--- src/rtl/regfile_wb_ctrl.sv ---
`default_nettype none
// +--------------------------------------------------------------------------+
// | regfile_wb_ctrl: merges ALU results and handshaked mem results onto the  |
// | regfile write port; optional WB_BYPASS_EN lets idle mem results skip the |
// | FIFO. Keeps a per-register busy scoreboard for outstanding loads.        |
// | Revision: 1.0                                                            |
// +--------------------------------------------------------------------------+
module regfile_wb_ctrl #(
    parameter int DEPTH = 4,
    parameter int DW    = 32,
    parameter int AW    = 5
) (
    input  logic                clk,
    input  logic                rst,
    input  logic                alu_valid,
    input  logic [AW-1:0]       alu_rd_addr,
    input  logic [DW-1:0]       alu_data,
    input  logic                mem_valid,
    output logic                mem_ready,
    input  logic [AW-1:0]       mem_rd_addr,
    input  logic [DW-1:0]       mem_data,
    input  logic                iss_valid,
    input  logic [AW-1:0]       iss_rd_addr,
    output logic [(2**AW)-1:0]  busy_vec,
    output logic [AW-1:0]       rd_addr,
    output logic                rd_wren,
    output logic [DW-1:0]       rd_data
);
    localparam int c_pw = $clog2(DEPTH);
    localparam int c_cw = $clog2(DEPTH + 1);
    localparam int c_nr = 2 ** AW;
    localparam logic [c_cw-1:0] c_full = c_cw'(DEPTH);

    logic [AW-1:0]   r_fifo_addr_q [DEPTH];
    logic [AW-1:0]   r_fifo_addr_d [DEPTH];
    logic [DW-1:0]   r_fifo_data_q [DEPTH];
    logic [DW-1:0]   r_fifo_data_d [DEPTH];
    logic [c_pw-1:0] r_wptr_q, r_wptr_d;
    logic [c_pw-1:0] r_rptr_q, r_rptr_d;
    logic [c_cw-1:0] r_cnt_q, r_cnt_d;
    logic [c_nr-1:0] r_busy_q, r_busy_d;
    logic            r_wren_q, r_wren_d;
    logic [AW-1:0]   r_addr_q, r_addr_d;
    logic [DW-1:0]   r_data_q, r_data_d;

    logic            w_alu_sel;
    logic            w_empty;
    logic            w_xfer;
    logic            w_pop;
    logic            w_bypass;
    logic            w_push;
    logic [AW-1:0]   w_head_addr;
    logic [DW-1:0]   w_head_data;

    assign mem_ready   = (r_cnt_q != c_full);
    assign w_empty     = (r_cnt_q == '0);
    assign w_alu_sel   = alu_valid && (alu_rd_addr != '0);
    assign w_xfer      = mem_valid && mem_ready;
    assign w_pop       = !w_alu_sel && !w_empty;
`ifdef WB_BYPASS_EN
    assign w_bypass    = !w_alu_sel && w_empty && w_xfer;
`else
    assign w_bypass    = 1'b0;
`endif
    assign w_push      = w_xfer && !w_bypass;
    assign w_head_addr = r_fifo_addr_q[r_rptr_q];
    assign w_head_data = r_fifo_data_q[r_rptr_q];

    // Pointers wrap naturally because DEPTH is a power of two.
    always_comb begin
        r_wptr_d      = r_wptr_q + c_pw'(w_push);
        r_rptr_d      = r_rptr_q + c_pw'(w_pop);
        r_cnt_d       = r_cnt_q + c_cw'(w_push) - c_cw'(w_pop);
        r_fifo_addr_d = r_fifo_addr_q;
        r_fifo_data_d = r_fifo_data_q;
        if (w_push) begin
            r_fifo_addr_d[r_wptr_q] = mem_rd_addr;
            r_fifo_data_d[r_wptr_q] = mem_data;
        end
    end

    always_comb begin
        r_wren_d = 1'b0;
        r_addr_d = '0;
        r_data_d = '0;
        r_busy_d = r_busy_q;
        if (w_alu_sel) begin
            r_wren_d = 1'b1;
            r_addr_d = alu_rd_addr;
            r_data_d = alu_data;
        end else if (w_pop) begin
            // A popped x0 result retires silently.
            r_wren_d = (w_head_addr != '0);
            r_addr_d = w_head_addr;
            r_data_d = (w_head_addr != '0) ? w_head_data : '0;
            r_busy_d[w_head_addr] = 1'b0;
        end else if (w_bypass) begin
            r_wren_d = (mem_rd_addr != '0);
            r_addr_d = mem_rd_addr;
            r_data_d = (mem_rd_addr != '0) ? mem_data : '0;
            r_busy_d[mem_rd_addr] = 1'b0;
        end
        if (iss_valid && (iss_rd_addr != '0)) begin
            r_busy_d[iss_rd_addr] = 1'b1;
        end
        r_busy_d[0] = 1'b0;
    end

    always_ff @(posedge clk) begin
        if (rst) begin
            r_wptr_q <= '0;
            r_rptr_q <= '0;
            r_cnt_q  <= '0;
            r_busy_q <= '0;
            r_wren_q <= 1'b0;
            r_addr_q <= '0;
            r_data_q <= '0;
        end else begin
            r_wptr_q <= r_wptr_d;
            r_rptr_q <= r_rptr_d;
            r_cnt_q  <= r_cnt_d;
            r_busy_q <= r_busy_d;
            r_wren_q <= r_wren_d;
            r_addr_q <= r_addr_d;
            r_data_q <= r_data_d;
        end
    end

    always_ff @(posedge clk) begin
        r_fifo_addr_q <= r_fifo_addr_d;
        r_fifo_data_q <= r_fifo_data_d;
    end

    assign rd_wren  = r_wren_q;
    assign rd_addr  = r_addr_q;
    assign rd_data  = r_data_q;
    assign busy_vec = r_busy_q;

endmodule
`default_nettype wire
--- config.mk ---
export PLATFORM = sky130hd
export DESIGN_NAME = regfile_wb_ctrl
export DESIGN_NICKNAME = d
export VERILOG_FILES = /design/src/rtl/regfile_wb_ctrl.sv
export SDC_FILE = /design/constraint.sdc
export NUM_CORES = 1
export LEC_CHECK = 0
export ABC_AREA = 1
export BUFFER_PORTS_ARGS = -buffer_cell sky130_fd_sc_hd__buf_2
export CAP_MARGIN = 0
export CORE_MARGIN = 5
export CORE_UTILIZATION = 46
export CTS_CLUSTER_DIAMETER = 50
export DETAILED_ROUTE_END_ITERATION = 8
export PLACE_DENSITY = 0.68
export REMOVE_ABC_BUFFERS = 1
export SYNTH_ARGS = -nofsm -noshare
export SYNTH_HDL_FRONTEND = slang
export SYNTH_SLANG_ARGS = --single-unit
--- constraint.sdc ---
create_clock -name clk -period 4 [get_ports clk]
set_input_delay 0.4 -clock clk [delete_from_list [all_inputs] [get_ports clk]]
set_output_delay 0.4 -clock clk [all_outputs]
set_load 0.02 [all_outputs]
# Yosys cells after proc, flatten, opt, wreduce, memory -nomap -nowiden
# Index checks and enable logic that the tools add are counted.
# totals
reg_bits	225
latchBits	0
mem_bits_rw	0
romBits	0
in_bits	84
mem_count	0
# classes
add_sub_neg	4
mul	0
div_mod_pow	0
magnitude_cmp	7
n_eq_ne	1
n_shift	0
mux	26
bitwise	5
reduce_logical	13
# op_table
op	n
$mux W32	9
$bwmux W128	1
$bmux W32 S2	1
$demux W32 S2	1
$and A32 B32 Y32	1
$not A32 Y32	1
$or A32 B32 Y32	1
$mux W5	5
$bwmux W20	1
$reduce_bool A5 Y1	3
$lt A5 B6 Y1 const B	2
$bmux W5 S2	1
$demux W1 S5	2
$demux W5 S2	1
$ge A5 B1 Y1 const B	2
$logic_and A1 B1 Y1	7
$ge A3 B3 Y1 const B	2
$not A2 Y3	2
$add A2 B1 Y2	2
$mux W1	4
$add A3 B1 Y3	1
$logic_not A3 Y1	1
$lt A3 B1 Y1 const B	1
$ne A3 B3 Y1 const B	1
2 further kinds	3

# Logic depth before layout (Yosys ltp)
# Gate-level depths: netlist of the first run.
# logic_depth
ltp_word	14
depth_mapped	12
depth_no_buf	11

# Worst setup path after synthesis of the first run
# Ideal clock, no wire load.
# synth_path
path_kind	register to register
start	reg r_cnt_q[1]
end	reg r_fifo_addr_q[15] (netlist bit), enable pin
setup_time_ns	0.478
arrival_time_ns	3.295
required_ns	3.522
slack_ns	0.228
stages_incl_launch_ff	5
path_buffers	0
cell_sequence	dfxtp_1 -> nor2_1 -> nand2_1 -> nand2_1 -> nor3_1
# synth_via
elab_chain_cells	2
# synth_rtl
item	line_no	rtl
start, declared	40	logic [c_cw-1:0] r_cnt_q, r_cnt_d;
start signal, assigned	121	r_cnt_q <= r_cnt_d;
$ne A3 B3 Y1	55	assign mem_ready = (r_cnt_q != c_full);
via mem_ready	19	output logic mem_ready,
$logic_and A1 B1 Y1	58	assign w_xfer = mem_valid && mem_ready;
end signal, assigned	130	r_fifo_addr_q <= r_fifo_addr_d;
end, declared	34	logic [AW-1:0] r_fifo_addr_q [DEPTH];
# The timed path passes the listed nets, and every way through them passes these cells.
# A chain may end at the register's enable or synchronous reset.

# Worst setup path after layout of the first run
# layout_path
start	reg r_rptr_q[0]
end	reg r_busy_q[21], in the netlist busy_vec[21]
# layout_via
elab_chain_cells	14
# layout_rtl
item	line_no	rtl
start, declared	39	logic [c_pw-1:0] r_rptr_q, r_rptr_d;
start signal, assigned	120	r_rptr_q <= r_rptr_d;
$not A2 Y3 (not written as such) *	66	assign w_head_addr = r_fifo_addr_q[r_rptr_q];
$bmux W5 S2 *	66	
$mux W5 (not written as such) * (2 in series)	66	
$lt A5 B6 Y1 (not written as such) or $ge A5 B1 Y1 (tied branches)	96	r_busy_d[w_head_addr] = 1'b0;
$logic_and A1 B1 Y1 (not written as such)	96	
$mux W1 (not written as such)	96	
$demux W1 S5 *	96	
$not A32 Y32 (no source line) *	n/a	
$and A32 B32 Y32 (no source line) *	n/a	
$mux W32 *	91	end else if (w_pop) begin
$mux W32 *	87	if (w_alu_sel) begin
$or A32 B32 Y32 (no source line)	n/a	
$mux W32 *	103	if (iss_valid && (iss_rd_addr != '0)) begin
end signal, assigned	122	r_busy_q <= r_busy_d;
end, declared	41	logic [c_nr-1:0] r_busy_q, r_busy_d;
# Mark *: on every way between the ends. The rest lies on a longest branch, timed or not. The select of a mux whose other input is x is not followed.

==> results of run 1 <==
cells by family after synthesis:
family                     after synthesis  share of synthesized area, %
buffers and inverters                   68                          3.86
adders and majority gates                4                         0.643
other                                    1                        0.0419
xor gates and xnor gates                 3                         0.293
AOI/OAI and AO/OA                      168                          11.1
DFF                                    224                          66.6
and+or+nand+nor                        337                          17.5
power by group:
group	internal, µW	switching [µW]
Clock	1300	857
Combinational	435	1040
Sequential	2740	86.5
Total	4480	1980
synth_stat cells (13+ instances only):
cell type and n:
a21oi_1 42, clkbuf_1 20, nand3_2 30, nand2_1 186, nor2_1 79, dfxtp_1 76
o21ai_0 64, nor3_1 15, o22ai_1 32, inv_1 19, nand3_1 13, edfxtp_1 148
a21oi_2 29
worst max-delay path, stage by stage (launching register included):
cell and delay [ns]:
dfxtp_2 0.63, buf_4 0.53, nand2_1 0.13, nand2_1 0.09, nand2_1 0.05, nand2_1 0.12
nand2_1 0.07, nor2_2 0.31, nand2_1 0.12, nand2_1 0.09, a21oi_1 0.06
sequential cells by signal (all words and copies together) (netlist names):
name,cells
rd_addr,5
busy_vec,31
r_rptr_q,2
rd_wren,1
rd_data,32
r_fifo_addr_q,20
r_wptr_q,2
r_cnt_q,3
r_fifo_data_q,128
through the flow:
stage | hold WS [ns] | utilization, %
floorplan | 0.462 | -
global placement | 0.446 | 51.2
detailed placement | 0.452 | 51.2
CTS | 0.0851 | 55.2
global route | 0.0871 | 55.2
finish | 0.104 | 55.2
metal layers:
layer	global-route usage (%)	share of wire, %
met1	22.5	42
met2	31.0	49
met3	4.15	6.4
met4	6.27	2.9
met5	0	0.034
worst max path at each step:
stage	from	endpoint	depth (start not counted)
global route	r_rptr_q[0]	rd_data[13]	9
detailed placement	alu_rd_addr[2]	r_rptr_q[1]	10
global placement	alu_rd_addr[2]	r_rptr_q[1]	10
finish	r_rptr_q[0]	busy_vec[21]	10
floorplan	r_cnt_q[1]	r_fifo_addr_q[15]	4
CTS	r_rptr_q[0]	busy_vec[21]	10
layout by cell type, fill, tap and decap left out, types with 3 or more instances in the layout:
master and instances:
edfxtp_1 148, nor2_1 79, dfxtp_1 74, inv_2 5, nand2_2 6, inv_1 19
clkinv_1 3, buf_2 152, a21oi_1 42, o21ai_0 64, nand3_1 13, nand2_1 186
nand3_2 30, a21oi_2 29, buf_4 10, clkbuf_1 10, xnor2_1 3, o22ai_1 32
diode_2 4, ha_1 3, nor3_2 4, clkbuf_16 25, nor3_1 11
final cells by class:
cell class                      count  area (µm²)
Multi-Input combinational cell    513        2660
Timing Repair Buffer              162         836
Antenna cell                        4        10.0
Tap cell                          265         332
Clock inverter                      9         101
Fill cell                        1729        8650
Inverter                           25        93.8
Sequential cell                   224        5970
Clock buffer                       36         677
==> results.toml, run 1 <==
[run_status]
outcome = "finished clean"

[route]
wl_mm = 20.3
viasPerCell = 5.06
drtIter0Drc = 366
vias = 6269
ant_nets = 0
drtPass1Iterations = 5
drc = 0
wire_per_inst_um = 16.4

[timing]
clock-skew-final_ns = 0.0142
relSlewSlack_pct = 21.2
timing.fmax_mhz = 423
final.min_clock_period_ns = 2.37
hold_viol = 0
finalSetupTns_ns = 0
worst_pin_slew_ns = 1.17
finalCritPeriodShare_pct = 59.1
finalSetupViolCount = 0
finalWorstSetupSlack_ns = 1.63
grt_setup_unrepaired = "no"
slew_viol_final = 0

[clocking]
cts_buffers = 25
htreeDepth = 1
cts_hold_buf = 0
cts-root-buf = "clkbuf_16"
cts.sink_count = 224
cts_setup_buffers = 0
post_cts_resized = 0
cts_tree = "yes"
clock_latency_ns = 0.51
ctsLongestPathBuffers = 3
cts.clk_slew.worst_paths_ns = 0.06

[critical_path]
critPathLaunchType = "flip-flop"
critPathCaptureType = "flip-flop"
cp_max_fo = 49
crit_arrival_ns = 2.70
worstPathRequired_ns = 4.33
reg2reg_depth = 10
worstReg2RegStart = "r_rptr_q[0]"
criticalPathCategory = "flip-flop to flip-flop"
rrSetupSlack_ns = 1.63
r2r_end = "busy_vec[21]"

[synthesis]
synthFlopType = "edfxtp_1"
synth_top_area_share_pct = 49.6
synth_area_leaders = "edfxtp_1, dfxtp_1, nand2_1"
async_flop_share_pct = 0
avgSynthCellArea_um2 = 11.1
synth_edf_count = 148
ys_seq_elements = 224
ys_warn_count = 0
synth_top_area_cell = "edfxtp_1"
synth_cell_types = 32
syn-cell-area_um2 = 8950
syn_inst = 805
seq_area_frac_synth_pct = 66.6

[floorplan]
die_h_um = 150
io_pins = 155
initial_core_util_pct = 46.3
die-area_um2 = 22400
die_w_um = 150
fp-row-count = 51
core_area_um2 = 19300

[hold_path]
hold_path_end = "r_fifo_data_q[109]"
hold_start = "mem_data[13]"
hold_path.class = "primary input to flip-flop"
min_path_cells = 1

[final_layout]
fin_area_um2 = 10700
nets = 1039
drive_above_1_share_pct = 28.7
syn_to_final_growth_pct = 19.3
fin_cells = 1238

[power_and_ir_drop]
power_density_nw_per_um2 = 604
leakage_uw = 0.00403
p_total_uw = 6460
ir_worst_vdd_mv = 0.279

[run]
maxCapViolCount = 0

[global_route]
grt_pass1_vias = 6259
antenna_found_initial = 4
grt_use_total_pct = 18.1
grt_max_degree = 76
grt_pass1_wl_mm = 32.1
grt_overflow = 0

[place]
routabilityCongestion = 0.814
placed_cell_area_um2 = 9890
dp.cells = 1189
io_buffers = 153
hpwl_mm = 12.0
dp_slack_ns = 1.60
Power figures use the tool's default switching activity.
==> run 2, diff against run 1 <==
- clock period: 4 -> 2.39 ns (I/O delays scaled with it)
==> results.toml, run 2 (synthesis gave the netlist of run 1 again) <==
[route]
vias = 6628
drc = 0
drtIter0Drc = 476
ant_nets = 0
viasPerCell = 5.01
wl_mm = 21.7
wire_per_inst_um = 16.4
drtPass1Iterations = 5

[place]
placed_cell_area_um2 = 10100
routabilityCongestion = 0.828
io_buffers = 153
hpwl_mm = 12.9

[global_route]
grt_overflow = 0
grt_max_degree = 60
antenna_found_initial = 0
met3_usage_pct = 3.54
use_met2_pct = 32.9
grt-busiest-layer = "met2"
grt_pass1_vias = 6659
grt_pass1_wl_mm = 34.5
grt_use_total_pct = 19.4
use_met1_pct = 25.5

[run_status]
outcome = "finished clean"

[final_layout]
multi_input_area_um2 = 2660
fin_area_um2 = 11600
largest_register_ffs = 128
final-seq-area_um2 = 5970
syn_to_final_growth_pct = 29.3
regMostFlops = "r_fifo_data_q"
nFillCells = 1606
nets = 1126
final_cell_mix = "nand2_1, buf_2, edfxtp_1"
drive_above_1_share_pct = 28.0
diodes = 0
final_common_cell = "nand2_1"

[timing]
finalSetupTns_ns = 0
relSlewSlack_pct = 56.3
slew_viol_final = 0
grt_setup_unrepaired = "no"
finalSetupViolCount = 0
final.min_clock_period_ns = 2.00
clock-skew-final_ns = 0.0120
whs_ns = 0.0213
worst_pin_slew_ns = 0.656
timing.fmax_mhz = 501
hold_viol = 0
finalCritPeriodShare_pct = 83.5

[hold_path]
hold_path.class = "primary input to flip-flop"

[floorplan]
initial_core_util_pct = 46.3
die-area_um2 = 22400
io_pins = 155
die_h_um = 150
fp-row-count = 51
die_w_um = 150
core_area_um2 = 19300

[clocking]
cts-root-buf = "clkbuf_16"
ctsLongestPathBuffers = 3
cts.clk_slew.worst_paths_ns = 0.06
cts_buffers = 25
htreeDepth = 1
clock_latency_ns = 0.52
cts_tree = "yes"
cts.sink_count = 224

[critical_path]
crit_arrival_ns = 2.40
crit_chain = "nor2_1, nand2_1, nand2_1, ha_1, inv_1, ha_1, fa_1, xnor2_1, nor2_1"
worstPathRequired_ns = 2.79
cp_max_fo = 6
critPathLaunchType = "flip-flop"
slowest_stage = "dfxtp_1"
criticalPathCategory = "flip-flop to flip-flop"
cp_slowest_stage_delay_ns = 0.37
critPathCaptureType = "flip-flop"

[power_and_ir_drop]
ir_worst_vdd_mv = 0.550
leakage_uw = 0.00442
power_density_nw_per_um2 = 949

[run]
maxCapViolCount = 0
-- run 2: through the flow --
step | setup slack (ns) | utilization [%] | power (µW) | instances
CTS | 0.384 | 59.9 | 11100 | 1322
global route | 0.202 | 59.9 | 11600 | 1322
global placement | 0.429 | 52.0 | 7350 | 1202
finish | 0.394 | 59.9 | 11000 | 1322
detailed placement | 0.411 | 52.0 | 7390 | 1202
floorplan | -1.38 | - | 6500 | 762
-- run 2: worst max-delay path, delay by kind of cell (launching register included) --
kind | cells | cell delay (ns)
fa+ha+maj | 3 | 0.90
simple gates | 4 | 0.39
flops | 1 | 0.37
xor+xnor | 1 | 0.18
buf+inv | 1 | 0.04
-- run 2: path summary, 6_finish.rpt --
path                            slack (ns)    startpoint  cells past startpoint            to
worst max register to register        0.39    r_cnt_q[1]                      9    r_cnt_q[2]
worst min-delay path                  0.02     alu_valid                      3    rd_addr[1]
worst min register to register        0.46  busy_vec[13]                      2  busy_vec[13]
worst max-delay path                  0.39    r_cnt_q[1]                      9    r_cnt_q[2]
-- run 2: area by class of cell --
type / instances / share of cell area, %
clock buffer: 31 / 5.60
clock inverter: 15 / 1.17
inverter: 25 / 0.811
multi-input combinational: 513 / 23.0
sequential: 224 / 51.6
tap: 265 / 2.86
timing repair buffer: 249 / 15.0
-- run 2: per-layer routing --
layer	part of all wire, %	vias up
li1	-	3263
met2	49	201
met3	6.6	36
met4	2.2	0
met5	0	-
met1	42	3128
-- run 2: where the power goes --
| group | switching, µW | internal, µW | leakage, µW | total [µW] |
|---|---|---|---|---|
| combinational | 1830 | 868 | 0.00207 | 2700 |
| clock | 1530 | 2070 | 0.000380 | 3600 |
| sequential | 109 | 4580 | 0.00198 | 4690 |
-- run 2: timing repair --
| action | in CTS | in global routing |
|---|---|---|
| hold buffers | 74 | 0 |
| resized for setup | 0 | 0 |
| setup buffers | 0 | 0 |
| hold endpoints to repair | 184 | 0 |
